`config.mk`:
```
export PLATFORM = sky130hd
export DESIGN_NAME = corr_seq_ctrl
export DESIGN_NICKNAME = d
export VERILOG_FILES = /design/src/rtl/corr_seq_ctrl_pkg.sv /design/src/rtl/corr_seq_ctrl_pipeline_stage.sv /design/src/rtl/corr_seq_ctrl.sv
export SDC_FILE = /design/constraint.sdc
export NUM_CORES = 1
export LEC_CHECK = 0
export CORE_ASPECT_RATIO = 0.8
export CORE_UTILIZATION = 40
export CTS_CLUSTER_DIAMETER = 30
export CTS_CLUSTER_SIZE = 24
export DETAILED_ROUTE_END_ITERATION = 12
export GPL_ROUTABILITY_DRIVEN = 1
export GPL_TIMING_DRIVEN = 1
export HOLD_SLACK_MARGIN = 0.15
export PLACE_DENSITY = 0.74
export SLEW_MARGIN = 20
export SYNTH_ARGS = -nofsm -noshare
export SYNTH_HDL_FRONTEND = slang
export SYNTH_SLANG_ARGS = --single-unit
```
`constraint.sdc`:
```
create_clock -name i_clk -period 6.4 [get_ports i_clk]
set_input_delay 1.6 -clock i_clk [delete_from_list [all_inputs] [get_ports i_clk]]
set_output_delay 1.6 -clock i_clk [all_outputs]
set_load 0.005 [all_outputs]
```
`src/rtl/corr_seq_ctrl_pkg.sv`:
```
// Shared types and sizing helpers for the correlator pair sequencer.
package corr_seq_ctrl_pkg;

  localparam int unsigned DEF_NUM_PAIRS = 4;
  localparam int unsigned DEF_LEN_W     = 16;
  localparam int unsigned DATA_W        = 32;

  typedef enum logic [2:0] {
    ST_IDLE,
    ST_WAIT,
    ST_RUN,
    ST_GAP,
    ST_DONE
  } state_t;

  // Index width for a pair count; a single pair still needs one bit.
  function automatic int unsigned idx_w(input int unsigned n);
    return (n > 1) ? $clog2(n) : 1;
  endfunction

endpackage

```
`src/rtl/corr_seq_ctrl_pipeline_stage.sv`:
```
// Single register stage with asynchronous active-low clear.
module corr_seq_ctrl_pipeline_stage #(
  parameter int unsigned WIDTH = 1
) (
  input  logic             i_clk,
  input  logic             i_resetn,
  input  logic [WIDTH-1:0] i_d,
  output logic [WIDTH-1:0] o_q
);

  always_ff @(posedge i_clk or negedge i_resetn) begin
    if (!i_resetn) o_q <= '0;
    else           o_q <= i_d;
  end

endmodule

```
`src/rtl/corr_seq_ctrl.sv`:
```
// Sequences NUM_PAIRS product blocks through an external accumulator and
// forwards each pair's sum on a valid/ready result stream.
module corr_seq_ctrl
  import corr_seq_ctrl_pkg::*;
#(
  parameter int unsigned NUM_PAIRS = DEF_NUM_PAIRS,
  parameter int unsigned LEN_W     = DEF_LEN_W
) (
  input  logic                         i_clk,
  input  logic                         i_resetn,
  input  logic                         i_start,
  input  logic [LEN_W-1:0]             i_len,
  input  logic [DATA_W-1:0]            i_data,
  input  logic                         i_valid,
  output logic                         o_ready,
  output logic [DATA_W-1:0]            o_acc_data,
  output logic                         o_acc_valid,
  output logic                         o_acc_last,
  input  logic [DATA_W-1:0]            i_acc_result,
  input  logic                         i_acc_valid,
  output logic [DATA_W-1:0]            o_res_data,
  output logic [idx_w(NUM_PAIRS)-1:0]  o_res_idx,
  output logic                         o_res_valid,
  input  logic                         i_res_ready,
  output logic                         o_busy,
  output logic                         o_done,
  output logic                         o_err
);

  localparam int unsigned IDX_W = idx_w(NUM_PAIRS);

  state_t             state_q, state_d;
  logic               start_q;
  logic [LEN_W-1:0]   len_q;
  logic [LEN_W-1:0]   cnt_q;
  logic [IDX_W-1:0]   pair_q;
  logic [DATA_W-1:0]  res_data_q;
  logic [IDX_W-1:0]   res_idx_q;
  logic               res_valid_q;
  logic               err_q;
  logic               slot_free;
  logic               beat_last;
  logic               pair_last;

  corr_seq_ctrl_pipeline_stage #(
    .WIDTH (1)
  ) u_start_stage (
    .i_clk    (i_clk),
    .i_resetn (i_resetn),
    .i_d      (i_start),
    .o_q      (start_q)
  );

  assign slot_free = !res_valid_q || i_res_ready;
  assign beat_last = i_valid && (cnt_q == len_q - LEN_W'(1));
  assign pair_last = (pair_q == IDX_W'(NUM_PAIRS - 1));

  always_ff @(posedge i_clk or negedge i_resetn) begin
    if (!i_resetn) state_q <= ST_IDLE;
    else           state_q <= state_d;
  end

  always_comb begin
    state_d = state_q;
    case (state_q)
      ST_IDLE: if (start_q)   state_d = ST_WAIT;
      ST_WAIT: if (slot_free) state_d = ST_RUN;
      ST_RUN:  if (beat_last) state_d = ST_GAP;
      ST_GAP:  state_d = pair_last ? ST_DONE : ST_WAIT;
      ST_DONE: if (slot_free) state_d = ST_IDLE;
      default: state_d = ST_IDLE;
    endcase
  end

  always_comb begin
    o_busy      = (state_q != ST_IDLE);
    o_ready     = (state_q == ST_RUN);
    o_acc_valid = (state_q == ST_RUN) && i_valid;
    o_acc_data  = (state_q == ST_RUN) ? i_data : '0;
    o_acc_last  = (state_q == ST_RUN) && beat_last;
    o_done      = (state_q == ST_DONE) && slot_free;
  end

  // Beat and pair counters; a dropped beat mid-block restarts the same pair
  // because the accumulator has already cleared its partial sum.
  always_ff @(posedge i_clk or negedge i_resetn) begin
    if (!i_resetn) begin
      len_q  <= '0;
      cnt_q  <= '0;
      pair_q <= '0;
      err_q  <= 1'b0;
    end else begin
      case (state_q)
        ST_IDLE: begin
          if (start_q) begin
            len_q  <= (i_len == '0) ? LEN_W'(1) : i_len;
            cnt_q  <= '0;
            pair_q <= '0;
            err_q  <= 1'b0;
          end
        end
        ST_RUN: begin
          if (i_valid) begin
            cnt_q <= beat_last ? '0 : cnt_q + LEN_W'(1);
          end else if (cnt_q != '0) begin
            cnt_q <= '0;
            err_q <= 1'b1;
          end
        end
        ST_GAP: begin
          if (!i_acc_valid) err_q  <= 1'b1;
          if (!pair_last)   pair_q <= pair_q + IDX_W'(1);
        end
        default: ;
      endcase
    end
  end

  always_ff @(posedge i_clk or negedge i_resetn) begin
    if (!i_resetn) begin
      res_data_q  <= '0;
      res_idx_q   <= '0;
      res_valid_q <= 1'b0;
    end else if ((state_q == ST_GAP) && i_acc_valid) begin
      res_data_q  <= i_acc_result;
      res_idx_q   <= pair_q;
      res_valid_q <= 1'b1;
    end else if (i_res_ready) begin
      res_valid_q <= 1'b0;
    end
  end

  assign o_res_data  = res_data_q;
  assign o_res_idx   = res_idx_q;
  assign o_res_valid = res_valid_q;
  assign o_err       = err_q;

endmodule

```
## Word level (Yosys, flattened, before mapping)

Cells that the tools add are included.

- Bits in registers: 74
- Bits of input ports: 86
- Output and inout bits: 73

- Add/sub/neg operators: 3
- Reduce and logical (&&, ||, !) cells: 20
- Equality and inequality tests: 15
- Multiplexer cells: 23

Operators with widths:

| kind | number |
|---|---|
| 16-bit 2-to-1 mux | 5 |
| 32-bit 2-to-1 mux | 1 |
| 16-bit case mux with 2 select lines | 1 |
| 16-bit by 1-bit adder with 16-bit output, second input constant | 1 |
| 16-bit equality test | 1 |
| 16-bit logical NOT | 1 |
| 16-bit nonzero test | 1 |
| 16-bit by 1-bit subtractor with 16-bit output, second input constant | 1 |
| 3-bit 2-to-1 mux | 5 |
| 3-bit case mux with 5 select lines | 1 |
| 2-bit != test, second input constant | 5 |
| 3-bit by 2-bit equality test with 1-bit output, second input constant | 2 |
| 1-bit 2-to-1 mux | 6 |
| 2-bit by 1-bit != test with 1-bit output, second input constant | 3 |
| 3-bit AND reduction | 2 |
| 2-bit nonzero test | 3 |
| 3-bit nonzero test | 2 |
| 1-bit logical AND | 5 |
| 5-bit AND reduction | 1 |
| 2-bit 2-to-1 mux | 2 |
| 2-bit case mux with 2 select lines | 1 |
| 4-bit AND reduction | 1 |
| 3-bit by 1-bit equality test with 1-bit output, second input constant | 1 |
| 3-bit equality test, second input constant | 1 |
| other kinds (8) | 8 |

## Logic depth before layout (Yosys ltp)

- Depth after elaboration: 6
- Mapped depth: 13
- Depth with buffers taken out: 9

## Hierarchy

Synthesis repeated with hierarchy kept, for this count alone.

- Cell total of the unflattened synthesis: 381
- Area, all modules: 4,021.4 um2

Modules (own cells, without submodules):

| module | cells an instance | instances | seq. area each (um2) | area an instance (um2) |
|---|---|---|---|---|
| corr_seq_ctrl | 380 | 1 | 1,826.8 | 3,996.3 |
| corr_seq_ctrl_pipeline_stage | 1 | 1 | 25.0 | 25.0 |

## Worst setup path after synthesis

Ideal clock, no wire load.

- Kind: in2out
- Start: in i_valid
- End: out o_acc_last
- Data required time: 4.800 ns
- Buffers on the path: 0
- Path slack: 2.742 ns
- Arrival time: 2.058 ns
- Cell stages on the path: 2
- Path through: nand2_1 -> nor3_1

- Cells in the longest elaborated chain, start to end: 2

Ends and longest elaborated chain:

| item | line | RTL |
|---|---|---|
| start, declared | corr_seq_ctrl.sv:14 | `input logic i_valid,` |
| 1-bit logical AND | corr_seq_ctrl.sv:55 | `assign beat_last = i_valid && (cnt_q == len_q - LEN_W'(1));` |
| 1-bit logical AND | corr_seq_ctrl.sv:80 | `o_acc_last = (state_q == ST_RUN) && beat_last;` |
| end, declared | corr_seq_ctrl.sv:18 | `output logic o_acc_last,` |

Every way passes these cells.

## Worst setup path after layout

Same ends and word-level chain as after synthesis.

==> metrics.csv <==
metric;value;unit
Clk Tree Root Cell;clkbuf_16;
actual slew at the worst max-slew pin;906;ps
H-tree depth;3;
max_cap viols;0;
FF+latch count, synth;74;
core box area;9850;um^2
Crit path buffers/inverters;2;
Setup-failing EPs final;0;
drt total wl;10900;um
Synth cell types;54;
Hold Slack;503;ps
clock-pin slew on the worst setup and hold paths;60;ps
Slew Limit Fails;0;
Clock Path Buffers;2;
Worst Path Required;4800;ps
Setup WS post-layout;1370;ps
DRC violations left;0;
initial DRC count;217;
Final Hold Viols;0;
PD cells;415;nW/um^2
total track usage;21.2;%
Pwr Total;2.54;mW
Reg2Reg Setup Slack;3190;ps
Avg WL per Cell;16.0;um
CP arrival;3430;ps
TritonCTS buffer count;9;
CP delay by family, top;buffers and inverters;
Worst Setup End Kind;output port;
crit path cell chain;clkdlybuf4s50_1 -> nand2_1 -> nor3_1 -> clkdlybuf4s50_1;
Synth Flop Type;dfrtp_1;
Detail Placement HPWL;8060;um
routed vias;3651;
initial antenna violation count;0;
syn avg cell area;10.5;um^2
most frequent cells in the layout;clkdlybuf4s50_1 (157), dfrtp_1 (74), mux2_2 (47);
layout cell share with drive strength beyond 1;13.9;%
Initial Utilization;42.2;%
IO Port Bufs;158;
CP Launch Type;input pin;
CP Class;in2out;
fmax;199;MHz
CP max FO;8;
cts hold-fix bufs;0;
Pre-Repair DR Iteration Count;4;
pre-CTS setup slack;1430;ps
ANT cells;0;
CTS Sinks;74;
Slowest cell on crit path;clkdlybuf4s50_1;
Post-DRT Antenna Nets;0;
Post-CTS Resized;0;
first-pass GRT wire length;17800;um
Syn Inst Count;396;
CTS tree;yes;
asr flop ratio synth;100;%
Util after Layout;62.3;%
largest net degree at the start of global routing;58;
min Tclk post-route;5030;ps
Finished Layout Cells;682;
setup TNS;0;ps
Worst Hold Class;reg2reg;
gpl congestion;0.889;
Synthesized Nets;486;
Clk Latency, worst-skew pair;330;ps
CP peak stage delay;590;ps
dpl cells;666;
via-per-instance ratio;5.35;
nets;631;
sequential fraction of the synthesis area;44.6;%
outcome;finished clean;
GRT overflow;0;
Clock Skews;5.22;ps
# rows;32;
Die ar.;10800;um^2
IO Count;159;
chip width;116;um
Post-Syn Area;4150;um^2
number of enable flip-flop cells after synthesis;0;
Ys Warns;0;
placed inst area;5790;um^2
post-route clock period utilization;78.5;%
number of global-route vias before repair;3750;
most common cell after layout, fill and taps aside;clkdlybuf4s50_1;
Final Cell Area;6130;um^2
crit-path most repeated cell;clkdlybuf4s50_1;
number of setup buffers added after CTS;0;
Die Y;93.1;um
unrepaired setup endpoints after global routing;false;
Area growth, synth to finish;47.7;%
relative slew slack;39.6;%
VDD IR max;288;uV
P_leak;2.57;nW
[metal layers]
layer	routed length [um]	vias up	GRT usage (%)
met5	0	-	0
met2	5220	153	34.9
li1	-	1742	-
met3	1070	12	7.91
met1	4510	1744	25.8
met4	134	0	6.20
[sequential cells by signal, summed over array words and instances, names as in the netlist]
signal / flops
o_res_data: 32
cnt_q: 16
len_q: 16
state_q: 3
o_res_idx: 2
pair_q: 2
o_err: 1
o_res_valid: 1
u_start_stage.o_q: 1
[worst paths after layout]
path	from	end	depth (start not counted)
setup / recovery	i_valid	o_acc_last	4
hold / removal	o_res_data[28]	o_res_data[28]	1
setup reg to reg	len_q[0]	cnt_q[4]	9
hold reg to reg	o_res_data[28]	o_res_data[28]	1
max in group asynchronous	i_resetn	o_err	2
min in group asynchronous	i_resetn	o_res_data[10]	1
[cells in the mapped netlist, types with 2 or more instances]
cell type	count	area [um^2]
a211oi_1	4	30.0
a21oi_1	7	35.0
a22o_1	5	43.8
a41oi_1	2	17.5
and2_1	2	12.5
and3_1	38	238
and4_1	2	17.5
buf_2	3	15.0
buf_4	2	15.0
buf_6	3	33.8
clkbuf_1	20	75.1
dfrtp_1	74	1850
ha_1	4	50.1
inv_1	12	45.0
mux2_2	47	529
nand2_1	21	78.8
nand2b_1	6	37.5
nand3_1	9	45.0
nand3b_1	3	22.5
nand4_1	9	56.3
nand4b_1	3	26.3
nor2_1	13	48.8
nor2b_1	2	12.5
nor3_1	14	70.1
nor4_1	11	68.8
nor4_4	2	42.5
nor4b_1	2	17.5
o21a_1	13	97.6
o21ai_0	9	45.0
o31ai_1	4	30.0
or3_1	2	12.5
xnor2_1	17	149
xor2_1	10	87.6
[power breakdown]
group          switching, mW  internal, mW  leakage, nW
combinational          0.442         0.676         1.50
clock                  0.196         0.365        0.162
sequential             0.209         0.653        0.914
total                  0.848          1.69         2.57
[cells by family after synthesis]
logic type               after synthesis  share of synthesized area, %
XOR/XNOR                              27                          5.69
adder cells (fa/ha/maj)                4                          1.21
flip-flops                            74                          44.6
AO/OA/AOI/OAI                         53                          9.01
buffers and inverters                 40                          4.43
multiplexers                          48                          13.0
AND/OR/NAND/NOR                      150                          22.1
[layout make-up]
class / count / area, um^2
Multi-Input combinational cell: 282 / 2120
Inverter: 12 / 45.0
Timing Repair Buffer: 162 / 1610
Fill cell: 812 / 3720
Tap cell: 136 / 170
Sequential cell: 74 / 1850
Clock inverter: 5 / 85.1
Clock buffer: 11 / 253
Note: power is estimated with default switching activity, not from simulation.
